--- src/rtl/int_issue_queue_pkg.sv ---
// Shared widths, the queue entry record and the dispatch-time source readiness rule
// for the integer issue queue.
package int_issue_queue_pkg;

  localparam int ISQ_DEPTH = 8;
  localparam int PREG_W    = 6;
  localparam int ROB_W     = 6;
  localparam int PAYLOAD_W = 192;

  typedef struct packed {
    logic                 valid;
    logic                 rdy1;
    logic                 rdy2;
    logic                 src1_is_reg;
    logic                 src2_is_reg;
    logic [PREG_W-1:0]    prs1;
    logic [PREG_W-1:0]    prs2;
    logic [PREG_W-1:0]    prd;
    logic                 robidx_flag;
    logic [ROB_W-1:0]     robidx;
    logic [PAYLOAD_W-1:0] payload;
  } isq_entry_t;

  // preg 0 is hardwired and always readable; a same-cycle writeback also counts as ready.
  function automatic logic src_ready_at_enq(
    input logic              is_reg,
    input logic [PREG_W-1:0] prs,
    input logic              state,
    input logic              wb0_v,
    input logic [PREG_W-1:0] wb0_p,
    input logic              wb1_v,
    input logic [PREG_W-1:0] wb1_p
  );
    return !is_reg || (prs == '0) || state ||
           (wb0_v && (wb0_p == prs)) || (wb1_v && (wb1_p == prs));
  endfunction

endpackage

--- src/rtl/int_issue_queue_robidx_older_cmp.sv ---
// ROB age compare: o_older is 1 when (a_flag, a_idx) is strictly older than (b_flag, b_idx).
module robidx_older_cmp
  import int_issue_queue_pkg::*;
(
  input  logic             i_a_flag,
  input  logic [ROB_W-1:0] i_a_idx,
  input  logic             i_b_flag,
  input  logic [ROB_W-1:0] i_b_idx,
  output logic             o_older
);

  // Differing flags mean one side has wrapped, so the larger index is the older one.
  assign o_older = (i_a_flag == i_b_flag) ? (i_a_idx < i_b_idx) : (i_a_idx > i_b_idx);

endmodule

--- src/rtl/int_issue_queue.sv ---
// Integer issue queue: holds renamed instrs until both sources are ready, issues oldest-ready first.
// Optional `define ISQ_BYPASS_EN lets an instr entering an empty queue with ready sources issue the same cycle.
module int_issue_queue
  import int_issue_queue_pkg::*;
#(
  parameter int DEPTH = ISQ_DEPTH
) (
  input  logic                 clock,
  input  logic                 reset,
  // Handshakes: a transfer happens on a cycle where valid & ready are both 1; valid never waits on ready.
  input  logic                 enq_valid,
  output logic                 enq_ready,
  input  logic [PAYLOAD_W-1:0] enq_payload,
  input  logic                 enq_src1_is_reg,
  input  logic                 enq_src2_is_reg,
  input  logic [PREG_W-1:0]    enq_prs1,
  input  logic [PREG_W-1:0]    enq_prs2,
  input  logic [PREG_W-1:0]    enq_prd,
  input  logic                 enq_src1_state,
  input  logic                 enq_src2_state,
  input  logic                 enq_robidx_flag,
  input  logic [ROB_W-1:0]     enq_robidx,
  input  logic                 wb0_valid,
  input  logic [PREG_W-1:0]    wb0_prd,
  input  logic                 wb1_valid,
  input  logic [PREG_W-1:0]    wb1_prd,
  output logic                 iss_valid,
  input  logic                 iss_ready,
  output logic [PAYLOAD_W-1:0] iss_payload,
  output logic [PREG_W-1:0]    iss_prs1,
  output logic [PREG_W-1:0]    iss_prs2,
  output logic [PREG_W-1:0]    iss_prd,
  output logic                 iss_src1_is_reg,
  output logic                 iss_src2_is_reg,
  output logic                 iss_robidx_flag,
  output logic [ROB_W-1:0]     iss_robidx,
  input  logic                 flush_valid,
  input  logic                 flush_robidx_flag,
  input  logic [ROB_W-1:0]     flush_robidx
);

  localparam int IDX_W = $clog2(DEPTH);

  isq_entry_t r_q [DEPTH];

  logic [DEPTH-1:0] w_older [DEPTH];
  logic [DEPTH-1:0] w_valid;
  logic [DEPTH-1:0] w_rdy;
  logic [DEPTH-1:0] w_sel;
  logic [DEPTH-1:0] w_kill;
  logic [DEPTH-1:0] w_alloc_oh;
  logic [IDX_W-1:0] w_sel_idx;
  logic             w_has_free;
  logic             w_any_rdy;
  logic             w_enq_fire;
  logic             w_iss_fire;
  logic             w_bypass;
  logic             w_alloc;
  logic             w_free_sel;
  isq_entry_t       w_new;
  isq_entry_t       w_iss;

  // w_older[i][j]: entry i is older than entry j; also a flush mask per entry.
  for (genvar gi = 0; gi < DEPTH; gi++) begin : g_age
    for (genvar gj = 0; gj < DEPTH; gj++) begin : g_pair
      if (gi == gj) begin : g_diag
        assign w_older[gi][gj] = 1'b0;
      end else begin : g_cmp
        robidx_older_cmp u_cmp (
          .i_a_flag (r_q[gi].robidx_flag),
          .i_a_idx  (r_q[gi].robidx),
          .i_b_flag (r_q[gj].robidx_flag),
          .i_b_idx  (r_q[gj].robidx),
          .o_older  (w_older[gi][gj])
        );
      end
    end
    robidx_older_cmp u_flush_cmp (
      .i_a_flag (flush_robidx_flag),
      .i_a_idx  (flush_robidx),
      .i_b_flag (r_q[gi].robidx_flag),
      .i_b_idx  (r_q[gi].robidx),
      .o_older  (w_kill[gi])
    );
  end

  always_comb begin
    for (int i = 0; i < DEPTH; i++) begin
      w_valid[i] = r_q[i].valid;
      w_rdy[i]   = r_q[i].valid & r_q[i].rdy1 & r_q[i].rdy2;
    end
  end

  // An entry wins unless another ready entry is older (slot index breaks an impossible tie).
  always_comb begin
    for (int i = 0; i < DEPTH; i++) begin
      w_sel[i] = w_rdy[i];
      for (int j = 0; j < DEPTH; j++) begin
        if ((j != i) && w_rdy[j] && !w_older[i][j] && (w_older[j][i] || (j < i)))
          w_sel[i] = 1'b0;
      end
    end
  end

  always_comb begin
    w_sel_idx  = '0;
    w_alloc_oh = '0;
    for (int i = DEPTH - 1; i >= 0; i--) begin
      if (w_sel[i]) w_sel_idx = IDX_W'(i);
    end
    for (int i = DEPTH - 1; i >= 0; i--) begin
      if (!w_valid[i]) begin
        w_alloc_oh    = '0;
        w_alloc_oh[i] = 1'b1;
      end
    end
  end

  assign w_has_free = ~(&w_valid);
  assign w_any_rdy  = |w_rdy;

  always_comb begin
    w_new             = '0;
    w_new.valid       = 1'b1;
    w_new.rdy1        = src_ready_at_enq(enq_src1_is_reg, enq_prs1, enq_src1_state,
                                         wb0_valid, wb0_prd, wb1_valid, wb1_prd);
    w_new.rdy2        = src_ready_at_enq(enq_src2_is_reg, enq_prs2, enq_src2_state,
                                         wb0_valid, wb0_prd, wb1_valid, wb1_prd);
    w_new.src1_is_reg = enq_src1_is_reg;
    w_new.src2_is_reg = enq_src2_is_reg;
    w_new.prs1        = enq_prs1;
    w_new.prs2        = enq_prs2;
    w_new.prd         = enq_prd;
    w_new.robidx_flag = enq_robidx_flag;
    w_new.robidx      = enq_robidx;
    w_new.payload     = enq_payload;
  end

  assign enq_ready  = ~reset & w_has_free & ~flush_valid;
  assign w_enq_fire = enq_valid & enq_ready;

`ifdef ISQ_BYPASS_EN
  assign w_bypass = w_enq_fire & ~(|w_valid) & w_new.rdy1 & w_new.rdy2;
`else
  assign w_bypass = 1'b0;
`endif

  assign iss_valid  = ~reset & ~flush_valid & (w_any_rdy | w_bypass);
  assign w_iss_fire = iss_valid & iss_ready;
  assign w_alloc    = w_enq_fire & ~(w_bypass & iss_ready);
  assign w_free_sel = w_iss_fire & ~w_bypass;

  always_comb begin
    w_iss = w_bypass ? w_new : r_q[w_sel_idx];
  end

  assign iss_payload     = w_iss.payload;
  assign iss_prs1        = w_iss.prs1;
  assign iss_prs2        = w_iss.prs2;
  assign iss_prd         = w_iss.prd;
  assign iss_src1_is_reg = w_iss.src1_is_reg;
  assign iss_src2_is_reg = w_iss.src2_is_reg;
  assign iss_robidx_flag = w_iss.robidx_flag;
  assign iss_robidx      = w_iss.robidx;

  // Later assignments win: allocation only ever targets a slot that is empty this cycle.
  always_ff @(posedge clock) begin
    if (reset) begin
      for (int i = 0; i < DEPTH; i++) r_q[i].valid <= 1'b0;
    end else begin
      for (int i = 0; i < DEPTH; i++) begin
        if ((wb0_valid && (wb0_prd == r_q[i].prs1)) || (wb1_valid && (wb1_prd == r_q[i].prs1)))
          r_q[i].rdy1 <= 1'b1;
        if ((wb0_valid && (wb0_prd == r_q[i].prs2)) || (wb1_valid && (wb1_prd == r_q[i].prs2)))
          r_q[i].rdy2 <= 1'b1;
        if (flush_valid && w_kill[i]) r_q[i].valid <= 1'b0;
        if (w_free_sel && w_sel[i])   r_q[i].valid <= 1'b0;
        if (w_alloc && w_alloc_oh[i]) r_q[i] <= w_new;
      end
    end
  end

endmodule

--- config.mk ---
export PLATFORM = sky130hd
export DESIGN_NAME = int_issue_queue
export DESIGN_NICKNAME = d
export VERILOG_FILES = /design/src/rtl/int_issue_queue_pkg.sv /design/src/rtl/int_issue_queue_robidx_older_cmp.sv /design/src/rtl/int_issue_queue.sv
export SDC_FILE = /design/constraint.sdc
export NUM_CORES = 2
export LEC_CHECK = 0
export ABC_AREA = 1
export CAP_MARGIN = 30
export CORE_ASPECT_RATIO = 0.7
export CORE_MARGIN = 3
export CORE_UTILIZATION = 35
export DETAILED_ROUTE_END_ITERATION = 6
export HOLD_SLACK_MARGIN = 0.06
export PLACE_DENSITY = 0.55
export SKIP_CTS_REPAIR_TIMING = 1
export SYNTH_ARGS = -nofsm -noshare
export SYNTH_HDL_FRONTEND = slang
export SYNTH_HIERARCHICAL = 1
export SYNTH_SLANG_ARGS = --single-unit
export TNS_END_PERCENT = 30
--- constraint.sdc ---
create_clock -name clock -period 26.2 [get_ports clock]
set_clock_uncertainty 0.2 [all_clocks]
set_input_delay 7.86 -clock clock [delete_from_list [all_inputs] [get_ports clock]]
set_output_delay 7.86 -clock clock [all_outputs]
set_load 0.005 [all_outputs]
* Yosys cells after proc, flatten, opt, wreduce, memory -nomap -nowiden
Memory sizes are Yosys's and may differ from the RTL's.
Cells that the tools add are included.
** Word-level totals
- Bits in registers :: 0
- RAM bits :: 1776
- Bits of input ports :: 247
- Output and inout bits :: 221
- Word-level logic and storage cells :: 822
- Memories kept :: 1
** Cells by class
- Magnitude comparators :: 128
- Eq/ne operators :: 100
- Mux-type cells :: 298
- Bitwise operators :: 65
- Reduce and logical (&&, ||, !) cells :: 230
** Memory list
- r_q :: depth 8, bits a word 222, rd ports 9, clocked after Yosys merged registers in 0, wr ports 8, line int_issue_queue.sv:44 : isq_entry_t r_q [DEPTH];
** Operator list (number)
- 6-bit greater-than comparator :: 64
- 6-bit less-than comparator :: 64
- 1-bit two-way mux :: 282
- 6-bit == test :: 36
- 1-bit logical AND :: 144
- 1-bit == test :: 64
- 8-bit two-way mux :: 8
- 1-bit logical NOT :: 58
- 1-bit bitwise OR :: 40
- 1-bit logical OR :: 24
- 3-bit two-way mux :: 8
- 1-bit AND :: 22
- 6-bit logical NOT :: 2
- 8-bit AND reduction :: 1
- 8-bit OR reduction :: 1
- 1-bit inverter :: 3

* Longest topological paths before layout
An unclocked memory read counts as a cell.
- Depth in word-level cells :: 21
- Mapped depth :: 31
- Depth with buffers taken out :: 28

* Hierarchy
Netlist, hierarchy kept.
** By module, submodules not included
- int_issue_queue :: times used 1, cells an instance 8376, area an instance 81926.1 µm², sequential area each 53331.1 µm²
- robidx_older_cmp :: times used 64, cells an instance 37, area an instance 200.2 µm², sequential area each 0.0 µm²

* Least setup slack after synthesis
Ideal clock, no wire load.
- Kind :: input to register
- From :: input port flush_valid
- To :: memory r_q[5][221] (netlist bit), data pin
- Setup time :: 3154 ps
- Data arrival time :: 23439 ps
- Required time :: 22846 ps
- Setup slack :: -594 ps
- Stages on the path :: 6
- Buffers on the path :: 1
- Cells stage by stage :: clkbuf_1 nor2_1 inv_1 a31oi_1 nand2_1 nor3_1
** RTL lines
- start, declared :: line int_issue_queue.sv:37 : input logic flush_valid,
- end, declared :: line int_issue_queue.sv:44

* Worst setup path in the final report
- From :: input port reset
- To :: output port enq_ready
** On the way
- Word-level cells in the longest chain between the ends :: 3
** RTL lines
- start, declared :: line int_issue_queue.sv:9 : input logic reset,
- 1-bit inverter :: line int_issue_queue.sv:139 : assign enq_ready = ~reset & w_has_free & ~flush_valid;
- 1-bit AND (2 in a row) :: line int_issue_queue.sv:139
- end, declared :: line int_issue_queue.sv:12 : output logic enq_ready,
Every way passes these cells.

==> impl_results.md <==
- Outcome: finished with violations
- Failing checks: DRC
- Row count: 159
- Count leader, synth: nand2_1
- CTS Root Cell: clkbuf_16
- Crit-path cells: clkdlybuf4s50_1 -> nor2_1 -> inv_1 -> a31oi_1 -> clkdlybuf4s50_1
- EDFF count, synth: 1776
- Detail Route Antenna Nets: 0
- IO Pins: 468
- MaxCap Viol Count: 0
- DP Area: 0.103 sq mm
- Max VDD drop: 0.0508 mV
- Total track usage: 20.8%
- CP startpoint kind: input pin
- Slowest CP cell: clkdlybuf4s50_1
- Max reg flops: 1776
- Yosys top cell by area: edfxtp_1
- Final hold vios: 0
- Die width: 628 um
- Share of the synthesized area in the top cell type: 56.3%
- Post-synth cell types: 42
- Design Power: 6.01 mW
- Vias in the first global route: 69000
- Largest register by flop count: r_q
- Final WL: 296000 um
- Vias per cell: 4.90
- Pre-CTS setup slack: 8620 ps
- Core Region: 0.269 sq mm
- Fin area: 0.109 sq mm
- Gpl congestion: 0.889
- Yosys reg bits: 1776
- Period utilization: 67.1%
- P per Cell Area: 54.9 mW/mm^2
- Clk Latency, worst-skew pair: 860 ps
- Final Hold Slack: 550 ps
- Min-delay worst type: reg -> reg
- Met3 Wirelength: 19800 um
- Die ar.: 0.277 sq mm
- First-pass GRT wire length: 437000 um
- TritonCTS Sinks: 1776
- Mapped Area: 0.0947 sq mm
- Starting Density: 35.2%
- Worst Hold Depth: 1
- CP Depth: 5
- Critical R2R Capture: r_q[6][125]
- WP buf/inv: 3
- DRC Markers: 5
- Headroom to the max-slew limit: 18.0%
- Worst reg2reg setup slack: 20500 ps
- Routed length per instance: 19.9 um
- Post-synth top flop: edfxtp_1
- Async SR Flop Fraction: 0%
- Die Ht: 441 um
- YS warnings: 6
- CTS Buffer Depth: 4
- Final net count: 11700
- Worst r2r path cells: 16
- Clock transition at the registers of the reported paths: 60 ps
- Biggest regs: r_q x1776
- CTS Buf Count: 192
- RSZ-0062 raised after global routing: false
- Leak Pwr: 51.3 nW
- WP data arrival: 9530 ps
- Hold worst-path end: r_q[0][221]
- Required @ worst endpoint: 18140 ps
- Minimum clock period: 17590 ps
- Met1 wire length: 129000 um
- Mapped Cells: 10700
- Met2 wire len: 135000 um
- Area contributors post-synth: edfxtp_1 (56%), nand2_1 (12%), inv_1 (10%)
- CTS tree: yes
- DR top layer: met5
- Post-synthesis sequential area ratio: 56.3%
- Synthesis-to-finish area growth: 15.5%
- Port bufs: 467
- Fmax achieved: 56.9 MHz
- HPWL Detailed: 168000 um
- Syn Nets: 11400
- # setup viols final: 0
- Crit end category: primary output
- Slew at the pin closest to its max-slew limit: 1230 ps
- Top cells by count, synth: nand2_1 (2929), inv_1 (2577), nand3_1 (1890)
- Worst path max stage delay: 650 ps
- Most used cell along the critical path: clkdlybuf4s50_1
- Drt pass-1 iters: 7
- DR vias: 72800
- Final WS setup: 8610 ps
- Largest net degree at the start of global routing: 205
- R2R Path Start: r_q[0][221]
- GRT overflow: 0
- CP top delay family: buffers and inverters
- Critical path peak fanout: 11
- Layout cell share with drive strength beyond 1: 4.46%
- Fin. max-slew vios: 0
- Critical path class: in -> out
- DRT iter0 DRCs: 6362
- Clock H-tree levels: 4
- Mean Syn Cell Area: 8.82 sq um
- Setup Total Neg Slack: 0 ps
- Antenna violations before repair: 43
- Hold_sp: r_q[0][221]
==> worst max-delay path by stage <==
| stage | startpoint | end | slack [ps] |
|---|---|---|---|
| CTS | reset | enq_ready | 8620 |
| detailed placement | reset | enq_ready | 8620 |
| global placement | reset | enq_ready | 8600 |
| global route | reset | iss_valid | 8490 |
| floorplan | flush_valid | r_q[0][221] | 6870 |
| finish | reset | enq_ready | 8610 |
==> logic make-up (layout without fill, tap and decap cells) <==
| logic type | count (synthesis) | in the layout | share of synthesized area, % |
|---|---|---|---|
| other | 0 | 24 | 0 |
| buffers and inverters | 3063 | 3542 | 12.7 |
| AO/OA/AOI/OAI | 296 | 296 | 2.03 |
| XOR/XNOR | 32 | 32 | 0.296 |
| adder cells (fa/ha/maj) | 384 | 384 | 5.07 |
| AND/OR/NAND/NOR | 5193 | 5193 | 23.6 |
| flip-flops | 1776 | 1776 | 56.3 |
==> placed cells by master, fill, tap and decap left out, types with 17 or more instances in the layout <==
| cell type | Yosys | layout |
|---|---|---|
| diode_2 | 0 | 24 |
| nand3_1 | 1890 | 1890 |
| buf_16 | 0 | 26 |
| clkinv_2 | 0 | 27 |
| nor2_2 | 66 | 66 |
| o221ai_1 | 21 | 21 |
| o2111ai_1 | 22 | 22 |
| edfxtp_1 | 1776 | 1776 |
| xor2_1 | 17 | 17 |
| nor2_1 | 188 | 187 |
| clkbuf_1 | 118 | 29 |
| ha_1 | 384 | 384 |
| clkdlybuf4s50_1 | 0 | 467 |
| o22ai_1 | 52 | 52 |
| a21oi_1 | 108 | 108 |
| a221oi_1 | 18 | 18 |
| inv_1 | 2577 | 2570 |
| nand2_1 | 2929 | 2929 |
| clkinv_1 | 4 | 58 |
| nand4_1 | 81 | 81 |
| buf_4 | 50 | 120 |
| clkbuf_16 | 0 | 194 |
| o21ai_0 | 28 | 28 |
==> through the flow <==
stage	utilization, %	std cells
floorplan	-	10700
global placement	38.2	14500
detailed placement	38.4	14500
CTS	40.6	14800
global route	40.7	14900
finish	40.7	14900
==> worst reg2reg max path: cells and delay by family (launching register included) <==
family / cells / cell delay, ps
flops: 1 / 510
compound gates: 1 / 200
simple gates: 7 / 910
buf+inv: 8 / 3510
==> metal layers <==
metal	vias up	GRT usage [%]
li1	35000	-
met1	34700	28.1
met2	2468	33.6
met3	657	3.38
met4	14	7.80
met5	-	0
==> area by class of cell <==
cell class / instances / area [sq um]
Clock buffer: 223 / 4960
Antenna cell: 24 / 60.1
Tap cell: 3622 / 4530
Sequential cell: 1776 / 53300
Clock inverter: 110 / 861
Fill cell: 26100 / 159000
Multi-Input combinational cell: 5905 / 29400
Timing Repair Buffer: 623 / 6480
Inverter: 2586 / 9770
==> power by group <==
group / switching, mW / internal [mW] / leakage (nW)
Sequential: 0.00594 / 3.15 / 16.0
Clock: 1.12 / 1.46 / 2.84
Combinational: 0.172 / 0.0963 / 32.4
Total: 1.30 / 4.71 / 51.3
No activity file was read; power rests on OpenSTA's default activity.
